===== config.mk =====
export PLATFORM = sky130hd
export DESIGN_NAME = truth_table_sweeper_flat
export DESIGN_NICKNAME = d
export VERILOG_FILES = /design/src/rtl/truth_table_sweeper_pkg.sv /design/src/rtl/truth_table_sweeper_if.sv /design/src/rtl/truth_table_sweeper_row_counter.sv /design/src/rtl/truth_table_sweeper.sv /design/src/flat_wrapper.sv
export SDC_FILE = /design/constraint.sdc
export NUM_CORES = 1
export LEC_CHECK = 0
export ABC_AREA = 1
export BUFFER_PORTS_ARGS = -buffer_cell sky130_fd_sc_hd__buf_2
export CAP_MARGIN = 20
export CORE_UTILIZATION = 35
export CTS_CLUSTER_DIAMETER = 120
export DETAILED_ROUTE_END_ITERATION = 10
export PLACE_DENSITY = 0.59
export SLEW_MARGIN = 5
export SYNTH_ARGS = -nofsm -noshare
export SYNTH_HDL_FRONTEND = slang
export SYNTH_HIERARCHICAL = 1
export SYNTH_SLANG_ARGS = --single-unit
export TNS_END_PERCENT = 30

===== constraint.sdc =====
create_clock -name clk -period 4.55 [get_ports clk]
set_clock_uncertainty 0.05 [all_clocks]
set_input_delay 0.6825 -clock clk [delete_from_list [all_inputs] [get_ports clk]]
set_output_delay 0.6825 -clock clk [all_outputs]
set_load 0.01 [all_outputs]

===== src/rtl/truth_table_sweeper_pkg.sv =====
// ---------------------------------------------------------------------------
// tt_pkg: shared definitions for the truth_table_sweeper block.
//   tt_state_e : sweep FSM state (IDLE / RUN / DONE)
//   SIG_W      : width of the optional row signature
//   SIG_POLY   : CRC-8 polynomial used by the optional row signature
//   rows_of(n) : number of truth-table rows for an n-input function
// The signature feature is compiled in with the TT_SIGNATURE_EN macro.
// ---------------------------------------------------------------------------
package tt_pkg;

    typedef enum logic [1:0] {
        IDLE = 2'd0,
        RUN  = 2'd1,
        DONE = 2'd2
    } tt_state_e;

    localparam int          SIG_W    = 8;
    localparam logic [7:0]  SIG_POLY = 8'h07;

    function automatic int rows_of(input int n);
        return 1 << n;
    endfunction

endpackage


===== src/rtl/truth_table_sweeper_if.sv =====
// ---------------------------------------------------------------------------
// truth_table_sweeper_if: row output stream of the truth-table sweeper.
//   row_valid : producer presents a row
//   row_ready : consumer can take the row
//   row_in    : input combination of the row (MSB = first variable)
//   row_out   : function value for row_in
//   row_last  : row is the final row of the sweep
// Handshake: a row transfers on every rising clk edge where row_valid and
// row_ready are both high. While row_valid is high and row_ready is low,
// row_in/row_out/row_last hold steady; row_valid never depends on row_ready.
// Modports: master = sweeper (producer), slave = consumer.
// ---------------------------------------------------------------------------
interface truth_table_sweeper_if #(
    parameter int N_IN = 3
);
    logic            row_valid;
    logic            row_ready;
    logic [N_IN-1:0] row_in;
    logic            row_out;
    logic            row_last;

    modport master (
        output row_valid,
        output row_in,
        output row_out,
        output row_last,
        input  row_ready
    );

    modport slave (
        input  row_valid,
        input  row_in,
        input  row_out,
        input  row_last,
        output row_ready
    );
endinterface


===== src/rtl/truth_table_sweeper_row_counter.sv =====
// ---------------------------------------------------------------------------
// tt_row_counter: N_IN-bit up/down row index for the sweeper.
//   clk, rst  : clock, asynchronous active-high reset
//   load      : start a sweep; captures load_dir and sets the first index
//   load_dir  : 0 = ascending from 0, 1 = descending from all-ones
//   en        : step one row in the captured direction
//   idx       : current row index
//   last      : idx is the final row for the captured direction
// The owner never asserts en on the last row, so the index never wraps.
// ---------------------------------------------------------------------------
module tt_row_counter #(
    parameter int N_IN = 3
) (
    input  logic            clk,
    input  logic            rst,
    input  logic            load,
    input  logic            load_dir,
    input  logic            en,
    output logic [N_IN-1:0] idx,
    output logic            last
);
    logic dir_q;

    always_ff @(posedge clk or posedge rst) begin
        if (rst) begin
            idx   <= '0;
            dir_q <= 1'b0;
        end else if (load) begin
            dir_q <= load_dir;
            idx   <= load_dir ? '1 : '0;
        end else if (en) begin
            idx   <= dir_q ? idx - N_IN'(1) : idx + N_IN'(1);
        end
    end

    assign last = dir_q ? (idx == '0) : (idx == '1);

endmodule


===== src/rtl/truth_table_sweeper.sv =====
// ---------------------------------------------------------------------------
// truth_table_sweeper: sweeps all 2**N_IN rows of a Boolean function given
// as a mask, emitting one row per valid/ready beat and counting true rows.
//   clk, rst   : clock, asynchronous active-high reset
//   start      : begin a sweep (only honoured in IDLE)
//   abort      : stop a running sweep, no done pulse, partial count kept
//   dir        : 0 ascending, 1 descending; captured at start
//   func_mask  : bit i = f(row i); captured at start
//   row        : row stream (truth_table_sweeper_if master modport)
//   busy       : high in RUN and DONE
//   done       : one-cycle completion pulse
//   ones_cnt   : accepted rows with row_out = 1
//   state_dbg  : current FSM state
//   sig        : CRC-8 of accepted row_out bits (only with TT_SIGNATURE_EN)
// ---------------------------------------------------------------------------
module truth_table_sweeper
    import tt_pkg::*;
#(
    parameter int N_IN = 3
) (
    input  logic                      clk,
    input  logic                      rst,
    input  logic                      start,
    input  logic                      abort,
    input  logic                      dir,
    input  logic [rows_of(N_IN)-1:0]  func_mask,
    truth_table_sweeper_if.master     row,
    output logic                      busy,
    output logic                      done,
    output logic [N_IN:0]             ones_cnt,
    output tt_state_e                 state_dbg
`ifdef TT_SIGNATURE_EN
    ,
    output logic [SIG_W-1:0]          sig
`endif
);
    localparam int ROWS = rows_of(N_IN);

    tt_state_e       state, state_n;
    logic [ROWS-1:0] mask_q;
    logic [N_IN-1:0] row_idx;
    logic            idx_last;
    logic            load;
    logic            step;
    logic            accept;

    tt_row_counter #(
        .N_IN (N_IN)
    ) u_row_counter (
        .clk      (clk),
        .rst      (rst),
        .load     (load),
        .load_dir (dir),
        .en       (step),
        .idx      (row_idx),
        .last     (idx_last)
    );

    always_ff @(posedge clk or posedge rst) begin
        if (rst) begin
            state <= IDLE;
        end else begin
            state <= state_n;
        end
    end

    // abort outranks the handshake, so an aborted beat is never accepted.
    always_comb begin
        state_n = state;
        load    = 1'b0;
        step    = 1'b0;
        accept  = 1'b0;
        case (state)
            IDLE: begin
                if (start) begin
                    load    = 1'b1;
                    state_n = RUN;
                end
            end
            RUN: begin
                if (abort) begin
                    state_n = IDLE;
                end else if (row.row_ready) begin
                    accept = 1'b1;
                    if (idx_last) begin
                        state_n = DONE;
                    end else begin
                        step = 1'b1;
                    end
                end
            end
            DONE: begin
                state_n = IDLE;
            end
            default: begin
                state_n = IDLE;
            end
        endcase
    end

    always_ff @(posedge clk or posedge rst) begin
        if (rst) begin
            mask_q <= '0;
        end else if (load) begin
            mask_q <= func_mask;
        end
    end

    always_ff @(posedge clk or posedge rst) begin
        if (rst) begin
            ones_cnt <= '0;
        end else if (load) begin
            ones_cnt <= '0;
        end else if (accept) begin
            ones_cnt <= ones_cnt + {{N_IN{1'b0}}, row.row_out};
        end
    end

`ifdef TT_SIGNATURE_EN
    always_ff @(posedge clk or posedge rst) begin
        if (rst) begin
            sig <= '0;
        end else if (load) begin
            sig <= '0;
        end else if (accept) begin
            sig <= {sig[SIG_W-2:0], 1'b0} ^
                   ((sig[SIG_W-1] ^ row.row_out) ? SIG_POLY : 8'h00);
        end
    end
`endif

    // row_in/row_out come straight from the index register and captured
    // mask, so they cannot move while the counter is not stepping.
    assign row.row_valid = (state == RUN);
    assign row.row_in    = row_idx;
    assign row.row_out   = mask_q[row_idx];
    assign row.row_last  = (state == RUN) && idx_last;
    assign busy          = (state != IDLE);
    assign done          = (state == DONE);
    assign state_dbg     = state;

endmodule


===== src/flat_wrapper.sv =====
// flat-port wrapper written by rule: the top's interface ports become plain ports
module truth_table_sweeper_flat import tt_pkg::*;
#(
    parameter int N_IN = 3
)
  (clk, rst, start, abort, dir, func_mask, busy, done, ones_cnt, state_dbg, row_row_valid, row_row_in, row_row_out, row_row_last, row_row_ready);
  truth_table_sweeper_if #(.N_IN(N_IN)) row_i ();
  input  logic clk;
  input  logic rst;
  input  logic start;
  input  logic abort;
  input  logic dir;
  input  logic [rows_of(N_IN)-1:0] func_mask;
  output logic busy;
  output logic done;
  output logic [N_IN:0] ones_cnt;
  output tt_state_e state_dbg;
  output wire logic [$bits(row_i.row_valid)-1:0] row_row_valid;
  output wire logic [$bits(row_i.row_in)-1:0] row_row_in;
  output wire logic [$bits(row_i.row_out)-1:0] row_row_out;
  output wire logic [$bits(row_i.row_last)-1:0] row_row_last;
  input wire logic [$bits(row_i.row_ready)-1:0] row_row_ready;
  assign row_row_valid = row_i.row_valid;
  assign row_row_in = row_i.row_in;
  assign row_row_out = row_i.row_out;
  assign row_row_last = row_i.row_last;
  assign row_i.row_ready = row_row_ready;
  truth_table_sweeper #(.N_IN(N_IN)) u_core (.clk(clk), .rst(rst), .start(start), .abort(abort), .dir(dir), .func_mask(func_mask), .row(row_i), .busy(busy), .done(done), .ones_cnt(ones_cnt), .state_dbg(state_dbg));
endmodule

# [Word level (Yosys, flattened, before mapping)]
# Cells that the tools add are included.
[word_totals] regBits=18 in_bits=14 out_inout_bits=14 word_cells=45
[op_classes] addsub=3 order_cmp=1 eq_ne=6 mux=23 n_reduce_logical=7
[ops] cell="$mux W3" count=4
[ops] cell="$mux W1" count=11
[ops] cell="$mux W2" count=4
[ops] cell="$mux W4" count=2
[ops] cell="$ne A3 B2 Y1 const B" count=2
[ops] cell="$reduce_bool A2 Y1" count=3
[ops] cell="$add A4 B1 Y4" count=1
[ops] cell="$lt A3 B4 Y1 const B" count=1
[ops] cell="$pmux W2 S2" count=1
[ops] cell="$add A3 B1 Y3 const B" count=1
[ops] cell="$bmux W1 S3" count=1
[ops] cell="$eq A3 B3 Y1 const B" count=1
[ops] cell="$logic_not A3 Y1" count=1
[ops] cell="$reduce_and A3 Y1" count=1
[ops] cell="$sub A3 B1 Y3 const B" count=1
[ops] cell="$eq A2 B1 Y1 const B" count=1
[ops] cell="$eq A2 B2 Y1 const B" count=1
[ops] cell="$logic_not A2 Y1" count=1
[ops] cell="$ne A2 B2 Y1 const B" count=1
[ops] cell="$logic_and A1 B1 Y1" count=1

# [Longest topological paths before layout]
# Gate-level depths: netlist of run 1.
[depth] ltp_word=8 mapped_depth=12 mapped_depth_nobuf=12

# [Hierarchy]
# The synthesis of run 1 kept the hierarchy.
[modules_own_cells] module="truth_table_sweeper" instances=1 cells_each=98 area_per_inst_um2=809.5 seq_area_each_um2=350.3
[modules_own_cells] module="tt_row_counter" instances=1 cells_each=34 area_per_inst_um2=245.2 seq_area_each_um2=100.1

# [Worst setup path before layout of run 1]
# No wires, ideal clock.
[synth_path] path_kind="reg2out" startpoint="register u_core.u_row_counter.idx[0]" endpoint="output row_row_last" arrival_time_ns=1.136 required_time_ns=3.818 setup_slack_ns=2.681 stages_incl_launch_ff=6 path_buffers=0 cell_sequence="dfrtp_1 -> inv_1 -> nand3_1 -> o21ai_0 -> inv_1 -> nor2_1"
[synth_via] elab_chain_cells=3 word_cells_on_any_way=4 cone_classes="1 x eq/ne; 1 x mux; 2 x reduce/logical"
[synth_rtl] item="from (decl)" line_no="truth_table_sweeper_row_counter.sv:19" rtl="output logic [N_IN-1:0] idx,"
[synth_rtl] item="from (signal assigned)" line_no="truth_table_sweeper_row_counter.sv:30" rtl="idx <= load_dir ? '1 : '0;"
[synth_rtl] item="from (signal assigned)" line_no="truth_table_sweeper_row_counter.sv:32" rtl="idx <= dir_q ? idx - N_IN'(1) : idx + N_IN'(1);"
[synth_rtl] item="$eq A3 B3 Y1 / $logic_not A3 Y1 (equally long branches)" line_no="truth_table_sweeper_row_counter.sv:36" rtl="assign last = dir_q ? (idx == '0) : (idx == '1);"
[synth_rtl] item="$mux W1 *" line_no="truth_table_sweeper_row_counter.sv:36"
[synth_rtl] item="named net u_core.idx_last" line_no="truth_table_sweeper.sv:42" rtl="logic idx_last;"
[synth_rtl] item="$logic_and A1 B1 Y1 *" line_no="truth_table_sweeper.sv:137" rtl="assign row.row_last = (state == RUN) && idx_last;"
[synth_rtl] item="to (decl)" line_no="flat_wrapper.sv:21" rtl="output wire logic [$bits(row_i.row_last)-1:0] row_row_last;"
# The timed path passes the listed nets; every way through them passes the cells marked *.

# [Final worst setup path of run 1]
# Ends and elaborated chain as after synthesis.

==> results of run 1 <==
cell families (layout without fill, tap and decap cells):
kind of cell	Yosys count	after routing	synth area share [%]
adders and majority gates	3	3	4.27
DFF	18	18	42.7
and+or+nand+nor	65	65	29.1
AOI/OAI and AO/OA	16	16	10.8
xor gates and xnor gates	1	1	0.831
buffers and inverters	29	59	12.3
power by group:
group / internal [mW] / switching (mW) / total, mW
Combinational: 0.125 / 0.201 / 0.326
Sequential: 0.211 / 0.0457 / 0.257
Clock: 0.0487 / 0.0486 / 0.0973
Total: 0.385 / 0.296 / 0.681
registers in the layout, indices dropped and copies added (netlist names):
name	flops
u_core/ones_cnt	4
u_core/state_dbg	2
u_core/u_row_counter/idx	3
u_core/u_row_counter/dir_q	1
u_core/mask_q	8
cell usage in the layout, fill, tap and decap left out, types with 2 or more instances in the layout:
master    synthesis  final
buf_2             0     27
dfrtp_1          18     18
o21ai_2           8      8
nand2_1          42     42
a21oi_1           3      3
clkbuf_4          0      3
o21ai_0           4      4
nor2_1            5      5
inv_1            23     23
inv_2             4      4
nand2_2           3      3
ha_1              2      2
nand3_1           9      9
area by class of cell:
type | count | area share [%]
clock buffers | 4 | 2.91
inverters | 28 | 8.84
multi-input cells | 85 | 38.1
flip-flops and latches | 18 | 36.2
well taps | 31 | 3.12
repair buffers | 27 | 10.9
stage by stage:
| step | worst slack (ns) | hold WS [ns] | cells |
|---|---|---|---|
| 6_report | 2.23 | 0.215 | 193 |
| 3_5_place_dp | 2.56 | 0.419 | 189 |
| 2_1_floorplan | 2.68 | 0.399 | 132 |
| 4_1_cts | 2.22 | 0.209 | 193 |
| 3_3_place_gp | 2.59 | 0.416 | 189 |
| 5_1_grt | 2.07 | 0.211 | 193 |
worst max path at each step:
stage / from / end / slack, ns
finish: u_core/u_row_counter/idx[0] / row_row_last / 2.23
global route: u_core/u_row_counter/idx[0] / row_row_last / 2.07
CTS: u_core/u_row_counter/idx[0] / row_row_last / 2.22
detailed placement: u_core/u_row_counter/idx[0] / row_row_last / 2.56
global placement: u_core/u_row_counter/idx[0] / row_row_last / 2.59
floorplan: u_core/u_row_counter/idx[0] / row_row_last / 2.68
layer usage:
metal	vias to the layer above	track usage, %
li1	467	-
met1	411	19.1
met2	15	23.0
met3	2	3.23
met4	0	5.57
met5	-	0
worst max-delay path: stages (launching register included):
cell and delay (ns):
dfrtp_1 0.50, inv_1 0.15, nand3_1 0.07, o21ai_0 0.29, inv_1 0.07, nor2_1 0.09, buf_2 0.13
==> impl_metrics.yaml, run 1 <==
floorplanning:
  die-height_um: 56.9
  design.die.area_sq_um: 3240
  top_level_ports: 28
  die_w_um: 56.9
  start_util_pct: 37.6
  core_area_sq_um: 2810
  rows: 19
detailed_routing:
  dr_wl_met3_um: 70
  wl_per_cell_um: 10.5
  wl_met2_um: 1010
  drtIter0Drc: 10
  drc_errors: 2
  ant_nets: 0
  via_per_inst: 4.64
  dr_total_vias: 895
  dr.max_layer_used: "met4"
  first_pass_iters: 7
  wl_met1_um: 940
  drt_wl_total_um: 2030
sta:
  max_freq_ghz: 0.430
  worst_slew_pin_slew_ns: 0.563
  tns_ns: 0
  fin_crit_sh_pct: 51.1
  slew_viol_final: 0
  slew_headroom_pct: 62.4
  rsz0062_at_grt: "false"
  finalHoldViolCount: 0
  setup_viol: 0
  period_needed_ns: 2.32
logic_synthesis:
  yosys_warnings: 6
  synthTopCellsByArea: "dfrtp_1 (43%), nand2_1 (15%), inv_1 (8.2%)"
  async_flop_share_pct: 100
  yosysTopAreaCellShare_pct: 42.7
  synth_cells: 132
  syn-num-nets: 149
  avgSynthCellArea_sq_um: 7.99
  syn_area_sq_um: 1050
  yosysSeqAreaShare_pct: 42.7
  synth_top_cells_by_count: "nand2_1 (42), inv_1 (23), dfrtp_1 (18), nand3_1 (9), o21ai_2 (8)"
  synth_most_common_cell: "nand2_1"
  synth_cell_type_count: 22
  ys_ff_latch: 18
  synth-edff-count: 0
  synth-main-ff-cell: "dfrtp_1"
  yosysTopAreaCell: "dfrtp_1"
grt:
  grt-ovfl-total: 0
  grt_max_degree: 22
  track_usage_pct: 14.5
  grt_antenna_before_repair: 0
  first_global_vias: 890
  grt_pass1_wl_um: 3720
pwr:
  power_uw: 681
  ir_worst_vdd_mv: 0.313
  leakage_nw: 0.731
  p_per_area_nw_per_um2: 547
clocking:
  holdBufCountCts: 0
  cts_made_buffers: 3
  worstSkewPairLatency_ns: 0.29
  h-tree-depth: 1
  post_cts_buffers: 0
  cts_tree: "built"
  path_clk_slew_ns: 0.10
  cts_resized: 0
  ctsRootBufferMaster: "clkbuf_4"
  clock-sinks: 18
  cts_buffer_depth: 2
finish:
  multiInputGateArea_sq_um: 474
  diodes: 0
  syn_to_final_growth_pct: 18.0
  nFillCells: 282
  nets: 180
  seqCellArea_sq_um: 450
  final_core_util_pct: 44.4
  drive_above_1_share_pct: 31.5
  final_cell_area_sq_um: 1240
worst_setup_path:
  r2r_end: "u_core/ones_cnt[2]"
  startpoint_type: "register"
  worstPathArrival_ns: 1.59
  cp_max_fo: 10
  r2r_cells: 11
  critPathRequiredTime_ns: 3.82
  cp-end-kind: "output pin"
  worstSetupPathType: "reg -> out"
  r2r_slack_ns: 2.74
  r2r-start: "u_core/u_row_counter/idx[0]"
run_status:
  status: "finished, violations left"
  violations: "DRC"
place:
  dpl-instance-area_sq_um: 1210
  portBuffers: 27
  dp_hpwl_um: 1620
  routabilityCongestion: 0.844
worst_hold_path:
  min_path_type: "in -> async"
flow_run:
  cap_violations: 0
(Power assumes the default switching activity.)
==> inputs of run 2 (changes only) <==
--- a/config.mk
+++ b/config.mk
@@ -11,7 +11,7 @@
 export CORE_UTILIZATION = 35
 export CTS_CLUSTER_DIAMETER = 120
 export DETAILED_ROUTE_END_ITERATION = 10
-export PLACE_DENSITY = 0.59
+export PLACE_DENSITY = 0.61
 export SLEW_MARGIN = 5
 export SYNTH_ARGS = -nofsm -noshare
 export SYNTH_HDL_FRONTEND = slang
==> constraint.sdc (replaced) <==
create_clock -name clk -period 1.95 [get_ports clk]
set_clock_uncertainty 0.05 [all_clocks]
set_input_delay 0.2925 -clock clk [delete_from_list [all_inputs] [get_ports clk]]
set_output_delay 0.2925 -clock clk [all_outputs]
set_load 0.01 [all_outputs]
==> impl_metrics.yaml, run 2 (same netlist as run 1, synthesis figures left out) <==
run_status:
  status: "finished, violations left"
  violations: "DRC"
place:
  portBuffers: 27
  routabilityCongestion: 0.862
  dpl-instance-area_sq_um: 1210
  dp_hpwl_um: 1640
worst_setup_path:
  max_stage_delay_ns: 0.48
  cp-end-kind: "output pin"
  startpoint_type: "register"
  r2r-start: "u_core/u_row_counter/idx[0]"
  worstPathCellList: "inv_1 > nand3_1 > o21ai_2 > inv_1 > nor2_1 > buf_2"
  critPathRequiredTime_ns: 1.61
  crit_slowest_cell: "dfrtp_2"
  worstPathArrival_ns: 1.43
  cp_max_fo: 10
  critPathMostFrequentCell: "inv_1"
  critical_path_buf_inv_count: 3
  cp-startpoint: "u_core/u_row_counter/idx[0]"
  cp.depth: 6
  path_delay_family: "flip-flops"
  worstSetupPathType: "reg -> out"
  r2r_cells: 11
detailed_routing:
  first_pass_iters: 7
  ant_nets: 0
  wl_per_cell_um: 10.5
  via_per_inst: 4.66
  drtIter0Drc: 12
  dr_total_vias: 904
  drt_wl_total_um: 2040
  drc_errors: 2
grt:
  grt-ovfl-total: 0
  grt_pass1_wl_um: 3660
  grt_antenna_before_repair: 0
  track_usage_pct: 14.4
  first_global_vias: 912
  grt_max_degree: 22
finish:
  drive_above_1_share_pct: 32.5
  syn_to_final_growth_pct: 19.5
  largest_register: "u_core/mask_q"
  top_regs: "u_core/mask_q x8, u_core/ones_cnt x4, u_core/u_row_counter/idx x3"
  final_cell_area_sq_um: 1260
  final_cell_mix: "nand2_1 (42), buf_2 (27), inv_1 (23)"
  final_common_cell: "nand2_1"
  nets: 181
  diodes: 0
  largest_reg_flops: 8
sta:
  fin_crit_sh_pct: 91.1
  slew_headroom_pct: 62.6
  finalHoldViolCount: 0
  rsz0062_at_grt: "false"
  slew_viol_final: 0
  worst_slew_pin_slew_ns: 0.561
  max_freq_ghz: 0.563
  period_needed_ns: 1.78
  tns_ns: 0
  holdWs_ns: 0.108
  setup_viol: 0
clocking:
  cts_buffer_depth: 2
  cts_tree: "built"
  worstSkewPairLatency_ns: 0.29
  ctsRootBufferMaster: "clkbuf_4"
  cts_made_buffers: 3
  post_cts_buffers: 0
  path_clk_slew_ns: 0.11
  h-tree-depth: 1
  clock-sinks: 18
floorplanning:
  design.die.area_sq_um: 3240
  die-height_um: 56.9
  start_util_pct: 37.6
  core_area_sq_um: 2810
  top_level_ports: 28
  rows: 19
  die_w_um: 56.9
pwr:
  ir_worst_vdd_mv: 0.638
  leakage_nw: 0.735
  p_per_area_nw_per_um2: 1270
flow_run:
  cap_violations: 0
worst_hold_path:
  worstHoldStart: "abort"
  min_path_cells: 2
  min_path_type: "in -> reg"
run 2: repair_timing:
| action | CTS | global route |
|---|---|---|
| hold endpoints to repair | 4 | 0 |
| gates resized for setup | 1 | 2 |
| endpoints found under the setup margin | 1 | 1 |
| hold buffers | 1 | 0 |
run 2: metrics by stage:
step | total power [mW] | utilization [%] | worst slack, ns | instances
floorplan | 1.17 | - | 0.249 | 132
global placement | 1.35 | 43.1 | 0.313 | 189
detailed placement | 1.38 | 43.1 | 0.209 | 189
CTS | 1.62 | 44.7 | 0.0756 | 194
global route | 1.77 | 44.9 | 0.0377 | 194
finish | 1.60 | 44.9 | 0.174 | 194
run 2: final timing paths:
path	to	slack, ns
max reg2reg	u_core/ones_cnt[2]	0.25
max	row_row_last	0.17
min reg2reg	u_core/state_dbg[1]	0.43
min in group asynchronous	u_core/u_row_counter/idx[2]	0.37
min	u_core/state_dbg[1]	0.11
max in group asynchronous	u_core/mask_q[2]	0.93
run 2: routing by layer:
| metal | GRT usage (%) | routed length [um] |
|---|---|---|
| met2 | 24.7 | 1020 |
| met4 | 6.27 | 13 |
| met3 | 2.30 | 100 |
| met5 | 0 | 0 |
| met1 | 17.6 | 903 |
run 2: power by group:
group	switching (mW)	internal (mW)
combinational	0.471	0.295
clock	0.116	0.114
sequential	0.110	0.496
run 2: cell type report:
class,instances,area [sq um]
fillers,294,1550
multi-input cells,85,478
inverters,28,110
flip-flops and latches,18,452
clock buffers,4,36.3
well taps,31,38.8
repair buffers,28,145
